[config.mk]
export PLATFORM = sky130hd
export DESIGN_NAME = multdiv_issue_ctrl
export DESIGN_NICKNAME = d
export VERILOG_FILES = /design/src/rtl/multdiv_issue_ctrl.sv
export SDC_FILE = /design/constraint.sdc
export NUM_CORES = 1
export LEC_CHECK = 0
export ABC_AREA = 0
export ABC_CLOCK_PERIOD_IN_PS = 4700
export BUFFER_PORTS_ARGS = -buffer_cell sky130_fd_sc_hd__buf_2
export CAP_MARGIN = 20
export CORE_UTILIZATION = 48
export CTS_CLUSTER_DIAMETER = 120
export DETAILED_ROUTE_END_ITERATION = 7
export PLACE_DENSITY = 0.95
export SETUP_SLACK_MARGIN = 0.5
export SYNTH_ARGS = -nofsm -noshare
export SYNTH_HDL_FRONTEND = slang
export SYNTH_SLANG_ARGS = --single-unit
export TNS_END_PERCENT = 5
[constraint.sdc]
create_clock -name clock -period 4.7 [get_ports clock]
set_input_delay 0.705 -clock clock [delete_from_list [all_inputs] [get_ports clock]]
set_output_delay 0.705 -clock clock [all_outputs]
set_load 0.02 [all_outputs]
[src/rtl/multdiv_issue_ctrl.sv]
// multdiv_issue_ctrl: initiator side of the multicycle mult/div handshake.
// Latches an execute-stage request, pulses the selected unit's start line for
// one cycle, stalls the pipeline while the unit works, then emits a one-cycle
// register-file writeback (redirected to rstatus on a unit exception).
//
// Optional build macro: MULTDIV_TIMEOUT_EN adds a WAIT-state watchdog that
// forces an exception writeback after TIMEOUT_CYCLES and sets a sticky flag.
//
// Ports:
//   clock, reset                 rising-edge clock, synchronous active-high reset
//   issue_mult, issue_div        execute-stage request (divide wins if both)
//   operand_A, operand_B, rd     operands and destination register
//   ctrl_MULT, ctrl_DIV          one-cycle start pulses to the units
//   mult_or_div                  0 = multiply, 1 = divide, held per operation
//   data_operandA/B              latched operands, stable per operation
//   unit_result/exception/ready  selected unit response
//   stall                        freeze upstream pipeline
//   wb_en, wb_rd, wb_data        one-cycle register-file writeback
//   wb_exception                 writeback carries an exception code
//   timeout                      sticky watchdog flag (0 without the macro)
module multdiv_issue_ctrl #(
  parameter int unsigned DATA_W         = 32,
  parameter int unsigned ADDR_W         = 5,
  parameter int unsigned RSTATUS_ADDR   = 30,
  parameter int unsigned MULT_EXC_CODE  = 4,
  parameter int unsigned DIV_EXC_CODE   = 5,
  parameter int unsigned TIMEOUT_CYCLES = 64
) (
  input  logic              clock,
  input  logic              reset,
  input  logic              issue_mult,
  input  logic              issue_div,
  input  logic [DATA_W-1:0] operand_A,
  input  logic [DATA_W-1:0] operand_B,
  input  logic [ADDR_W-1:0] rd,
  output logic              ctrl_MULT,
  output logic              ctrl_DIV,
  output logic              mult_or_div,
  output logic [DATA_W-1:0] data_operandA,
  output logic [DATA_W-1:0] data_operandB,
  input  logic [DATA_W-1:0] unit_result,
  input  logic              unit_exception,
  input  logic              unit_ready,
  output logic              stall,
  output logic              wb_en,
  output logic [ADDR_W-1:0] wb_rd,
  output logic [DATA_W-1:0] wb_data,
  output logic              wb_exception,
  output logic              timeout
);

  localparam int unsigned WDOG_W = 7;

  typedef enum logic [1:0] {
    S_IDLE  = 2'd0,
    S_START = 2'd1,
    S_WAIT  = 2'd2,
    S_WB    = 2'd3
  } state_e;

  state_e            state_q, state_d;
  logic [DATA_W-1:0] opa_q, opa_d;
  logic [DATA_W-1:0] opb_q, opb_d;
  logic [ADDR_W-1:0] rd_q, rd_d;
  logic              div_q, div_d;
  logic [DATA_W-1:0] res_q, res_d;
  logic              exc_q, exc_d;
  logic              issue;

`ifdef MULTDIV_TIMEOUT_EN
  logic [WDOG_W-1:0] wdog_q, wdog_d;
  logic              to_q, to_d;
`endif

  assign issue = issue_mult | issue_div;

  // State and datapath registers
  always_ff @(posedge clock) begin
    if (reset) begin
      state_q <= S_IDLE;
      opa_q   <= '0;
      opb_q   <= '0;
      rd_q    <= '0;
      div_q   <= 1'b0;
      res_q   <= '0;
      exc_q   <= 1'b0;
`ifdef MULTDIV_TIMEOUT_EN
      wdog_q  <= '0;
      to_q    <= 1'b0;
`endif
    end else begin
      state_q <= state_d;
      opa_q   <= opa_d;
      opb_q   <= opb_d;
      rd_q    <= rd_d;
      div_q   <= div_d;
      res_q   <= res_d;
      exc_q   <= exc_d;
`ifdef MULTDIV_TIMEOUT_EN
      wdog_q  <= wdog_d;
      to_q    <= to_d;
`endif
    end
  end

  // Next-state and output decode
  always_comb begin
    state_d      = state_q;
    opa_d        = opa_q;
    opb_d        = opb_q;
    rd_d         = rd_q;
    div_d        = div_q;
    res_d        = res_q;
    exc_d        = exc_q;
`ifdef MULTDIV_TIMEOUT_EN
    wdog_d       = wdog_q;
    to_d         = to_q;
`endif
    ctrl_MULT    = 1'b0;
    ctrl_DIV     = 1'b0;
    stall        = 1'b0;
    wb_en        = 1'b0;
    wb_rd        = '0;
    wb_data      = '0;
    wb_exception = 1'b0;

    case (state_q)
      S_IDLE: begin
        stall = issue;
      end
      S_START: begin
        // unit_ready is deliberately ignored here: it may still be high from
        // the previous operation.
        stall     = 1'b1;
        ctrl_MULT = ~div_q;
        ctrl_DIV  = div_q;
        state_d   = S_WAIT;
      end
      S_WAIT: begin
        stall = 1'b1;
        if (unit_ready) begin
          res_d   = unit_result;
          exc_d   = unit_exception;
          state_d = S_WB;
`ifdef MULTDIV_TIMEOUT_EN
        end else if (wdog_q == WDOG_W'(TIMEOUT_CYCLES - 1)) begin
          // Last permitted WAIT cycle with no response: fault the operation.
          res_d   = '0;
          exc_d   = 1'b1;
          to_d    = 1'b1;
          state_d = S_WB;
        end else begin
          wdog_d = wdog_q + WDOG_W'(1);
`endif
        end
      end
      S_WB: begin
        if (exc_q) begin
          wb_en        = 1'b1;
          wb_rd        = ADDR_W'(RSTATUS_ADDR);
          wb_data      = div_q ? DATA_W'(DIV_EXC_CODE) : DATA_W'(MULT_EXC_CODE);
          wb_exception = 1'b1;
        end else if (rd_q != '0) begin
          // r0 is hardwired zero, so a clean result to it is dropped.
          wb_en   = 1'b1;
          wb_rd   = rd_q;
          wb_data = res_q;
        end
        state_d = S_IDLE;
      end
      default: begin
        state_d = S_IDLE;
      end
    endcase

    // Accept a new request in IDLE or WB; WB acceptance gives back-to-back issue.
    if ((state_q == S_IDLE || state_q == S_WB) && issue) begin
      opa_d   = operand_A;
      opb_d   = operand_B;
      rd_d    = rd;
      div_d   = issue_div;
      state_d = S_START;
`ifdef MULTDIV_TIMEOUT_EN
      wdog_d  = '0;
`endif
    end
  end

  assign mult_or_div   = div_q;
  assign data_operandA = opa_q;
  assign data_operandB = opb_q;

`ifdef MULTDIV_TIMEOUT_EN
  assign timeout = to_q;
`else
  assign timeout = 1'b0;
`endif

endmodule
==> out/summary.txt <==
Status - completed
Final hold viol count - 0
Layout cells sized above 1 - 32.59%
Die area - 0.008977 mm^2
Via count - 4013
Power Total - 2.911 mW
Core area - 0.008258 mm^2
Worst Path Max Fanout - 31
Post-synth top area share - 50.91%
CP delay by family, top - compound AO/OA/AOI/OAI gates
Rows - 33
Root buf cell - clkbuf_8
CTS H-Tree Depth - 3
Syn_area_per_cell - 7.805 um^2
Setup TNS - 0 ns
Routed length per instance - 12.19 um
Cell Area, Synth - 0.004129 mm^2
Routed WL - 10070 um
Clk_lat worst skew - 0.35 ns
Antenna diode count - 0
DRT iter0 DRCs - 113
Slew Limit Fails - 0
Commonest non-fill, non-tap cell in the layout - buf_2
# hold bufs at CTS - 0
Clock period minus final worst setup slack - 3.024 ns
Maxcap violations - 0
Gr usage total - 21.42%
CTS Sinks - 105
Layout area overhead - 29.67%
Clk pin slew, worst setup/hold paths - 0.09 ns
Tcrit/Tclk final - 64.34%
Number of global-route vias before repair - 3673
Drt pass-1 iters - 4
VDD IR max - 0.0002967 V
TritonCTS clock tree - yes
F_max - 330.7 MHz
DR DRC count - 0
Post-DP HPWL - 7318 um
Startpoint class of the critical path - flop
GPL Wtd Cong - 0.8446
Crit. End Element - output port
DRT antenna net count - 0
Worst path required time - 3.99 ns
Mapped Nets - 643
Leak - 2.575 nW
Arr. time, crit path - 2.32 ns
# setup viols final - 0
DR vias/cell - 4.858
Max transition margin - 27.11%
Area of the multi-input gates - 0.001799 mm^2
Die height - 94.75 um
Initial Utilization - 50.00%
Slowest CP cell - a211oi_4
Unrepaired setup endpoints after global routing - false
Register bit total from synthesis - 105
Post-CTS sizing - 0
Fillers - 710
Hold Crit Class - reg2reg
Max Root-Sink Buffers - 2
Initial antenna violation count - 0
Yosys Warn Count - 0
Grt total ovfl - 0
Largest net degree at the start of global routing - 108
Post-Synthesis Cells - 529
IO Count - 215
CP max stage delay - 0.72 ns
Most frequent cells in the layout - 212 x buf_2, 206 x nand2_1, 105 x dfxtp_1
Final Skew - 0.01272 ns
Seq. cell area - 0.002102 mm^2
Setup Buffers After CTS - 0
Total CTS buffers - 9
Dominant cell type by area after synthesis - dfxtp_1
# nets final - 830
Worst Path Buf+Inv - 2
Actual slew at the worst max-slew pin - 1.093 ns
First-pass GRT wire length - 15290 um
Sequential area share after synthesis - 50.91%
Unique masters post-synth - 30
Crit path cell chain - ha_1 > inv_2 > a211oi_4 > and2_1 > buf_2
PwrDens - 543.8 mW/mm^2
Die W - 94.75 um
Critical path class - reg2out
Main area contributors after synthesis - dfxtp_1 51%, nand2_1 19%, a21oi_1 13%
Port buffer count - 213
final timing paths:
kind                     start                end  slack (ns)  cells after the start
min reg2reg  data_operandB[27]  data_operandB[27]        0.45                      2
max reg2reg         state_q[0]        mult_or_div        2.59                      6
max                 state_q[1]         wb_data[4]        1.68                      5
min          data_operandB[27]  data_operandB[27]        0.45                      2
tightest hold or removal path: stages (launching register included):
cell and delay [ns]:
dfxtp_1 0.31, nand2_1 0.05, a21oi_1 0.05
layer usage:
| layer | part of all wire, % | up-vias | global-route usage (%) |
|---|---|---|---|
| met2 | 52 | 152 | 43.17 |
| met4 | 1.5 | 0 | 7.323 |
| met3 | 6.9 | 14 | 4.831 |
| met1 | 39 | 1794 | 20.97 |
| li1 | - | 2053 | - |
| met5 | 0 | - | 0 |
state kept, by name, summed over array words and instances, names as in the netlist:
name and cells:
rd_q 5, data_operandB 32, state_q 2, data_operandA 32, res_q 32, exc_q 1, mult_or_div 1
where the power goes:
| part | internal (mW) | switching, mW | total, mW |
|---|---|---|---|
| combinational | 0.364 | 0.753 | 1.12 |
| clock | 0.303 | 0.290 | 0.593 |
| sequential | 1.09 | 0.114 | 1.20 |
layout make-up:
class	count	area share [%]
Sequential cell	105	39.26
Clock inverter	6	1.706
Timing Repair Buffer	215	20.24
Multi-Input combinational cell	380	33.61
Clock buffer	10	2.384
Tap cell	105	2.454
Inverter	5	0.3505
stage by stage:
step                      setup WS, ns  cells  instance area [um^2]  hold slack (ns)  util (%)
after CTS                        1.650    826                  5354           0.4568     64.83
after detailed placement         2.059    810                  5135           0.4436     62.18
after global placement           2.202    810                  5135           0.4372     62.18
final                            1.676    826                  5354           0.4540     64.83
after floorplan                  2.613    529                  4129           0.4317         -
after global routing             1.477    826                  5354           0.4765     64.83
logic make-up (layout without fill, tap and decap cells):
| group | Yosys count | count (layout) | synth area share (%) |
|---|---|---|---|
| other | 1 | 1 | 0.09082 |
| muxes | 1 | 1 | 0.2424 |
| DFF | 105 | 105 | 50.91 |
| buffers and inverters | 44 | 236 | 5.697 |
| adders and majority gates | 7 | 7 | 2.121 |
| AOI/OAI and AO/OA | 115 | 115 | 14.91 |
| and+or+nand+nor | 256 | 256 | 26.03 |
cells in the mapped netlist:
cell type and number:
a211oi_4 1, a22o_1 1, o21ai_0 2, nor2_1 10
o21ai_1 2, inv_1 4, dfxtp_1 105, and2_1 33
buf_4 8, o32a_1 1, inv_2 1, buf_6 3
o21bai_2 1, or2_1 1, nor4_4 1, nor2b_1 2
or3_1 1, clkbuf_1 9, ha_1 7, a21oi_1 104
nand2_1 206, nor3_1 1, a21o_1 1, o21ba_1 1
buf_2 14, a211oi_1 1, buf_1 5, mux2i_1 1
conb_1 1, nand2b_1 1
(Power assumes the default switching activity.)
